$ cat config.mk
export PLATFORM = sky130hd
export DESIGN_NAME = lcd_sequencer
export DESIGN_NICKNAME = d
export VERILOG_FILES = /design/src/rtl/lcd_sequencer.sv
export SDC_FILE = /design/constraint.sdc
export NUM_CORES = 1
export LEC_CHECK = 0
export CELL_PAD_IN_SITES_DETAIL_PLACEMENT = 0
export CELL_PAD_IN_SITES_GLOBAL_PLACEMENT = 2
export CORE_UTILIZATION = 37
export CTS_BUF_LIST = sky130_fd_sc_hd__clkbuf_4 sky130_fd_sc_hd__clkbuf_8
export DETAILED_ROUTE_END_ITERATION = 10
export PLACE_DENSITY = 0.89
export RECOVER_POWER = 25
export SLEW_MARGIN = 20
export SYNTH_ARGS = -nofsm -noshare
export SYNTH_HDL_FRONTEND = slang
export SYNTH_SLANG_ARGS = --single-unit
export TNS_END_PERCENT = 1
$ cat constraint.sdc
create_clock -name CLOCK_50 -period 4.3 [get_ports CLOCK_50]
set_clock_uncertainty 0.1 [all_clocks]
set_input_delay 0.86 -clock CLOCK_50 [delete_from_list [all_inputs] [get_ports CLOCK_50]]
set_output_delay 0.86 -clock CLOCK_50 [all_outputs]
set_load 0.01 [all_outputs]
$ cat src/rtl/lcd_sequencer.sv
// HD44780 8-bit write-only LCD controller: power-up init, req/ready write
// handshake, RS/EN/DATA bus timing and cursor tracking with automatic line wrap.
module lcd_sequencer #(
  parameter int unsigned T_PWR   = 750000,
  parameter int unsigned T_SETUP = 2,
  parameter int unsigned T_EN    = 12,
  parameter int unsigned T_HOLD  = 2,
  parameter int unsigned T_SHORT = 2000,
  parameter int unsigned T_LONG  = 82000
) (
  input  logic       CLOCK_50,
  input  logic       reset,
  input  logic       req,
  input  logic       rs_in,
  input  logic [7:0] data_in,
  output logic       ready,
  output logic       init_done,
  output logic       cursor_line,
  output logic [3:0] cursor_col,
  output logic [7:0] LCD_DATA,
  output logic       LCD_RS,
  output logic       LCD_RW,
  output logic       LCD_EN,
  output logic       LCD_ON,
  output logic       LCD_BLON
);

  localparam int unsigned T_MAX_A = (T_PWR > T_LONG) ? T_PWR : T_LONG;
  localparam int unsigned T_MAX_B = (T_MAX_A > T_SHORT) ? T_MAX_A : T_SHORT;
  localparam int unsigned T_MAX   = (T_MAX_B > T_EN) ? T_MAX_B : T_EN;
  localparam int unsigned CNT_W   = ($clog2(T_MAX) > 20) ? $clog2(T_MAX) : 20;
  localparam int unsigned IDX_W   = 3;
  localparam logic [IDX_W-1:0] INIT_LAST = IDX_W'(4);

  typedef enum logic [2:0] {
    PWR_WAIT, INIT, IDLE, SETUP, PULSE, HOLD, WAIT, WRAP
  } state_e;

  state_e           state_q, state_d;
  logic [CNT_W-1:0] cnt_q, cnt_d;
  logic [IDX_W-1:0] idx_q, idx_d;
  logic             ready_q, ready_d;
  logic             init_done_q, init_done_d;
  logic             line_q, line_d;
  logic [3:0]       col_q, col_d;
  logic [7:0]       data_q, data_d;
  logic             rs_q, rs_d;
  logic             en_q, en_d;

  logic cnt_done;
  logic long_wait;
  logic wrap_now;

  // Fixed power-up command sequence: 8-bit/2-line, display on, clear, entry mode, home address.
  function automatic logic [7:0] init_cmd(input logic [IDX_W-1:0] idx);
    logic [7:0] cmd;
    unique case (idx)
      IDX_W'(0): cmd = 8'h38;
      IDX_W'(1): cmd = 8'h0C;
      IDX_W'(2): cmd = 8'h01;
      IDX_W'(3): cmd = 8'h06;
      default:   cmd = 8'h80;
    endcase
    return cmd;
  endfunction

  always_ff @(posedge CLOCK_50) begin
    if (reset) begin
      state_q     <= PWR_WAIT;
      cnt_q       <= CNT_W'(T_PWR - 1);
      idx_q       <= '0;
      ready_q     <= 1'b0;
      init_done_q <= 1'b0;
      line_q      <= 1'b0;
      col_q       <= '0;
      data_q      <= 8'h00;
      rs_q        <= 1'b0;
      en_q        <= 1'b0;
    end else begin
      state_q     <= state_d;
      cnt_q       <= cnt_d;
      idx_q       <= idx_d;
      ready_q     <= ready_d;
      init_done_q <= init_done_d;
      line_q      <= line_d;
      col_q       <= col_d;
      data_q      <= data_d;
      rs_q        <= rs_d;
      en_q        <= en_d;
    end
  end

  assign cnt_done  = (cnt_q == '0);
  assign long_wait = !rs_q && (data_q inside {8'h01, 8'h02, 8'h03});
  // A data write issued at the last column is followed by an inserted line-change command.
  assign wrap_now  = init_done_q && rs_q && (col_q == 4'hF);

  always_comb begin
    state_d     = state_q;
    cnt_d       = cnt_done ? cnt_q : cnt_q - CNT_W'(1);
    idx_d       = idx_q;
    ready_d     = ready_q;
    init_done_d = init_done_q;
    line_d      = line_q;
    col_d       = col_q;
    data_d      = data_q;
    rs_d        = rs_q;
    en_d        = en_q;

    unique case (state_q)
      PWR_WAIT: begin
        if (cnt_done) begin
          state_d = INIT;
          cnt_d   = CNT_W'(T_SETUP - 1);
          idx_d   = '0;
          data_d  = init_cmd('0);
          rs_d    = 1'b0;
        end
      end

      IDLE: begin
        if (req && ready_q) begin
          state_d = SETUP;
          cnt_d   = CNT_W'(T_SETUP - 1);
          data_d  = data_in;
          rs_d    = rs_in;
          ready_d = 1'b0;
        end
      end

      INIT, SETUP, WRAP: begin
        if (cnt_done) begin
          state_d = PULSE;
          cnt_d   = CNT_W'(T_EN - 1);
          en_d    = 1'b1;
        end
      end

      PULSE: begin
        if (cnt_done) begin
          state_d = HOLD;
          cnt_d   = CNT_W'(T_HOLD - 1);
          en_d    = 1'b0;
        end
      end

      HOLD: begin
        if (cnt_done) begin
          state_d = WAIT;
          cnt_d   = long_wait ? CNT_W'(T_LONG - 1) : CNT_W'(T_SHORT - 1);
        end
      end

      WAIT: begin
        if (cnt_done) begin
          if (!wrap_now) begin
            if (rs_q) begin
              col_d = col_q + 4'd1;
            end else if (long_wait) begin
              line_d = 1'b0;
              col_d  = '0;
            end else if (data_q[7]) begin
              line_d = data_q[6];
              col_d  = data_q[3:0];
            end
          end

          if (!init_done_q && (idx_q != INIT_LAST)) begin
            state_d = INIT;
            cnt_d   = CNT_W'(T_SETUP - 1);
            idx_d   = idx_q + IDX_W'(1);
            data_d  = init_cmd(idx_q + IDX_W'(1));
            rs_d    = 1'b0;
          end else if (wrap_now) begin
            state_d = WRAP;
            cnt_d   = CNT_W'(T_SETUP - 1);
            data_d  = line_q ? 8'h80 : 8'hC0;
            rs_d    = 1'b0;
          end else begin
            state_d     = IDLE;
            ready_d     = 1'b1;
            init_done_d = 1'b1;
          end
        end
      end

      default: state_d = PWR_WAIT;
    endcase
  end

  assign ready       = ready_q;
  assign init_done   = init_done_q;
  assign cursor_line = line_q;
  assign cursor_col  = col_q;
  assign LCD_DATA    = data_q;
  assign LCD_RS      = rs_q;
  assign LCD_EN      = en_q;
  assign LCD_RW      = 1'b0;
  assign LCD_ON      = 1'b1;
  assign LCD_BLON    = 1'b1;

endmodule

==> reports/results.ini <==
[routing]
routed.top_layer=met4
drc=0
drt-total-wl_mm=6.75
wl_met1_mm=3.43
via_count=2356
drtPass1Iterations=4
ant_nets=0
wl_met2_mm=3.06
drt_iter0_drc=109
viasPerCell=5.66
wl_met3_um=176
avgRoutedWirePerCell_um=16.2

[clock_tree]
numCtsBuffers=5
clkSinkCount=43
clkLatencyLatePin_ns=0.31
clk_path_buf_depth=2
cts_tree=yes
ctsResizeCount=0
root_buffer=clkbuf_8
postCtsHoldBufs=0
h-tree-depth=2
post_cts_buffers=0
clk_pin_slew_ns=0.09

[placed_design]
gp_congestion=0.748
dp_hpwl_mm=5.00
dp_cells=408
portBuffers=28

[floorplanning]
die_area_sq_um=7250
row_count=29
core_sq_um=6490
initial_core_util=0.394
die_h_um=85.2
ios=32
die_w_um=85.2

[setup_path]
path_class=flip-flop to flip-flop
start_kind=flip-flop
cp.required_ns=4.39
cp.arrival_ns=3.12
reg2reg_depth=8
cp_max_fo=21
cp-startpoint=cnt_q[8]$_SDFF_PP1_
end_kind=flip-flop
ff2ff_setup_slack_ns=1.27
crit-reg2reg-launch=cnt_q[8]$_SDFF_PP1_
r2r-end=cnt_q[0]$_SDFF_PP1_

[worst_hold_path]
hold_end=LCD_EN$_SDFFE_PP0P_
hold_depth=2
hold_class=flip-flop to flip-flop
min_from=LCD_EN$_SDFFE_PP0P_

[logic_synthesis]
syn_area_per_cell_sq_um=8.02
synthFlopType=dfxtp_1
synthTopCellsByArea=dfxtp_1 (34%), a21oi_1 (5.9%), nor2_1 (4.8%), ha_1 (4.4%), nand2_1 (3.8%)
yosysTopAreaCell=dfxtp_1
yosysMostFrequentCell=dfxtp_1
ys_types=56
synth_edf_count=0
yosysTopAreaCellShare=0.336
ys_seq_area_frac=0.336
syn_area_sq_um=2560
synthCells=319
synthArstFlopShare=0
synthTopCellsByCount=dfxtp_1 (43), nor2_1 (33), a21oi_1 (30)
ys_ff_latch=43
yosysWarningCount=0

[cells_and_area]
drive_above_1_share=0.0855
final_cell_count_no_fill=416
n_antenna_cell=0
nets=359
fill_cells=680
syn_to_final_growth_pct=16.5

[grt]
overflow=0
grt_first_pass_wirelength_mm=11.4
track_usage=0.200
grt_pass1_vias=2275
antenna_found_initial=0
grt_max_degree=22

[timing]
fmax_mhz=330
rsz0062_at_grt=false
maxSlewHeadroom=0.549
max_slew.worst_pin.slew_ns=0.675
setup-tns-final_ns=0
finalCriticalPeriod_ns=3.03
slew_viol_final=0
min_period_over_period=0.705
hold_viol=0
setup_violations=0

[run]
drv_cap=0

[power]
p_leak_nw=1.06
vdd_ir_drop_max_v=0.000172
p_per_area_nw_per_um2=260

[status]
status=finished clean

==> layer usage <==
metal  vias to the layer above  GRT usage
li1                       1201          -
met1                      1113      0.283
met2                        34      0.312
met3                         8     0.0360
met4                         0     0.0539
met5                         -          0
==> logic make-up (layout without fill, tap and decap cells) <==
| family | after synthesis | in the layout | synth area share |
|---|---|---|---|
| AOI/OAI and AO/OA | 89 | 89 | 0.221 |
| xor gates and xnor gates | 12 | 12 | 0.0411 |
| adders and majority gates | 9 | 9 | 0.0440 |
| buffers and inverters | 28 | 47 | 0.0484 |
| DFF | 43 | 43 | 0.336 |
| muxes | 6 | 6 | 0.0240 |
| other | 2 | 3 | 0.00294 |
| and+or+nand+nor | 130 | 130 | 0.282 |
==> final cells by class <==
type,instances,area (sq um),share of cell area
sequential,43,861,0.289
clock inverter,2,35.0,0.0117
timing repair buffer,30,295,0.0990
inverter,9,33.8,0.0113
multi-input combinational,249,1580,0.529
clock buffer,6,82.6,0.0277
tap,77,96.3,0.0323
==> power by group <==
part	internal (mW)	total, mW	switching, mW
sequential	0.400	0.404	0.00321
combinational	0.0160	0.0323	0.0163
clock	0.188	0.338	0.150
total	0.604	0.774	0.169
==> critical path: stages, from the launching register on <==
cell,delay (ns)
dfxtp_1,0.35
nor3_2,0.32
nand4b_1,0.53
nor3_4,0.32
inv_2,0.23
ha_1,0.37
a211oi_1,0.22
a211oi_1,0.06
or4_1,0.40
==> layout by cell type (no fill, tap or decap), drive strengths merged, types with 2 or more instances in the layout <==
cell type and n:
o31ai 2, xor2 5, nand2b 2, ha 9
inv 9, a31oi 3, clkdlybuf4s50 13, o211a 3
a211oi 9, nor3 23, mux2i 5, xnor2 7
clkbuf 6, a21oi 30, a311oi 2, and3 3
a31o 3, o21ai 23, a21o 2, dlygate4sd3 15
conb 3, or3 7, nor2 33, nor4 12
buf 2, nor2b 3, dfxtp 43, nand4 3
or2 3, and2 2, nand2 26, o211ai 4
nand4b 2, o21a 2, or4 3, nand3 5
==> worst max-delay path by stage <==
stage | slack, ns | cells past startpoint | to
global placement | 1.38 | 7 | LCD_DATA[7]$_SDFFE_PP0P_
detailed placement | 1.31 | 8 | cnt_q[0]$_SDFF_PP1_
floorplan | 1.71 | 10 | cnt_q[0]$_SDFF_PP1_
CTS | 1.29 | 8 | cnt_q[0]$_SDFF_PP1_
finish | 1.27 | 8 | cnt_q[0]$_SDFF_PP1_
global route | 1.08 | 8 | cnt_q[0]$_SDFF_PP1_
==> per-stage QoR <==
stage                     setup slack [ns]  power, mW  hold WS [ns]  area [sq um]   util
final                                 1.27      0.774         0.378          2980  0.459
after global routing                  1.08      0.802         0.413          2980  0.459
after CTS                             1.29      0.782         0.385          2980  0.459
after global placement                1.38      0.445         0.363          2860  0.441
after detailed placement              1.31      0.445         0.373          2860  0.441
after floorplan                       1.71      0.430         0.389          2560      -
==> registers in the layout (all words and copies together), names as in the netlist <==
signal,count
cnt_q,20
LCD_RS,1
idx_q,3
state_q,3
LCD_DATA,8
LCD_EN,1
ready,1
init_done,1
cursor_col,4
cursor_line,1
No activity file was read; power rests on OpenSTA's default activity.
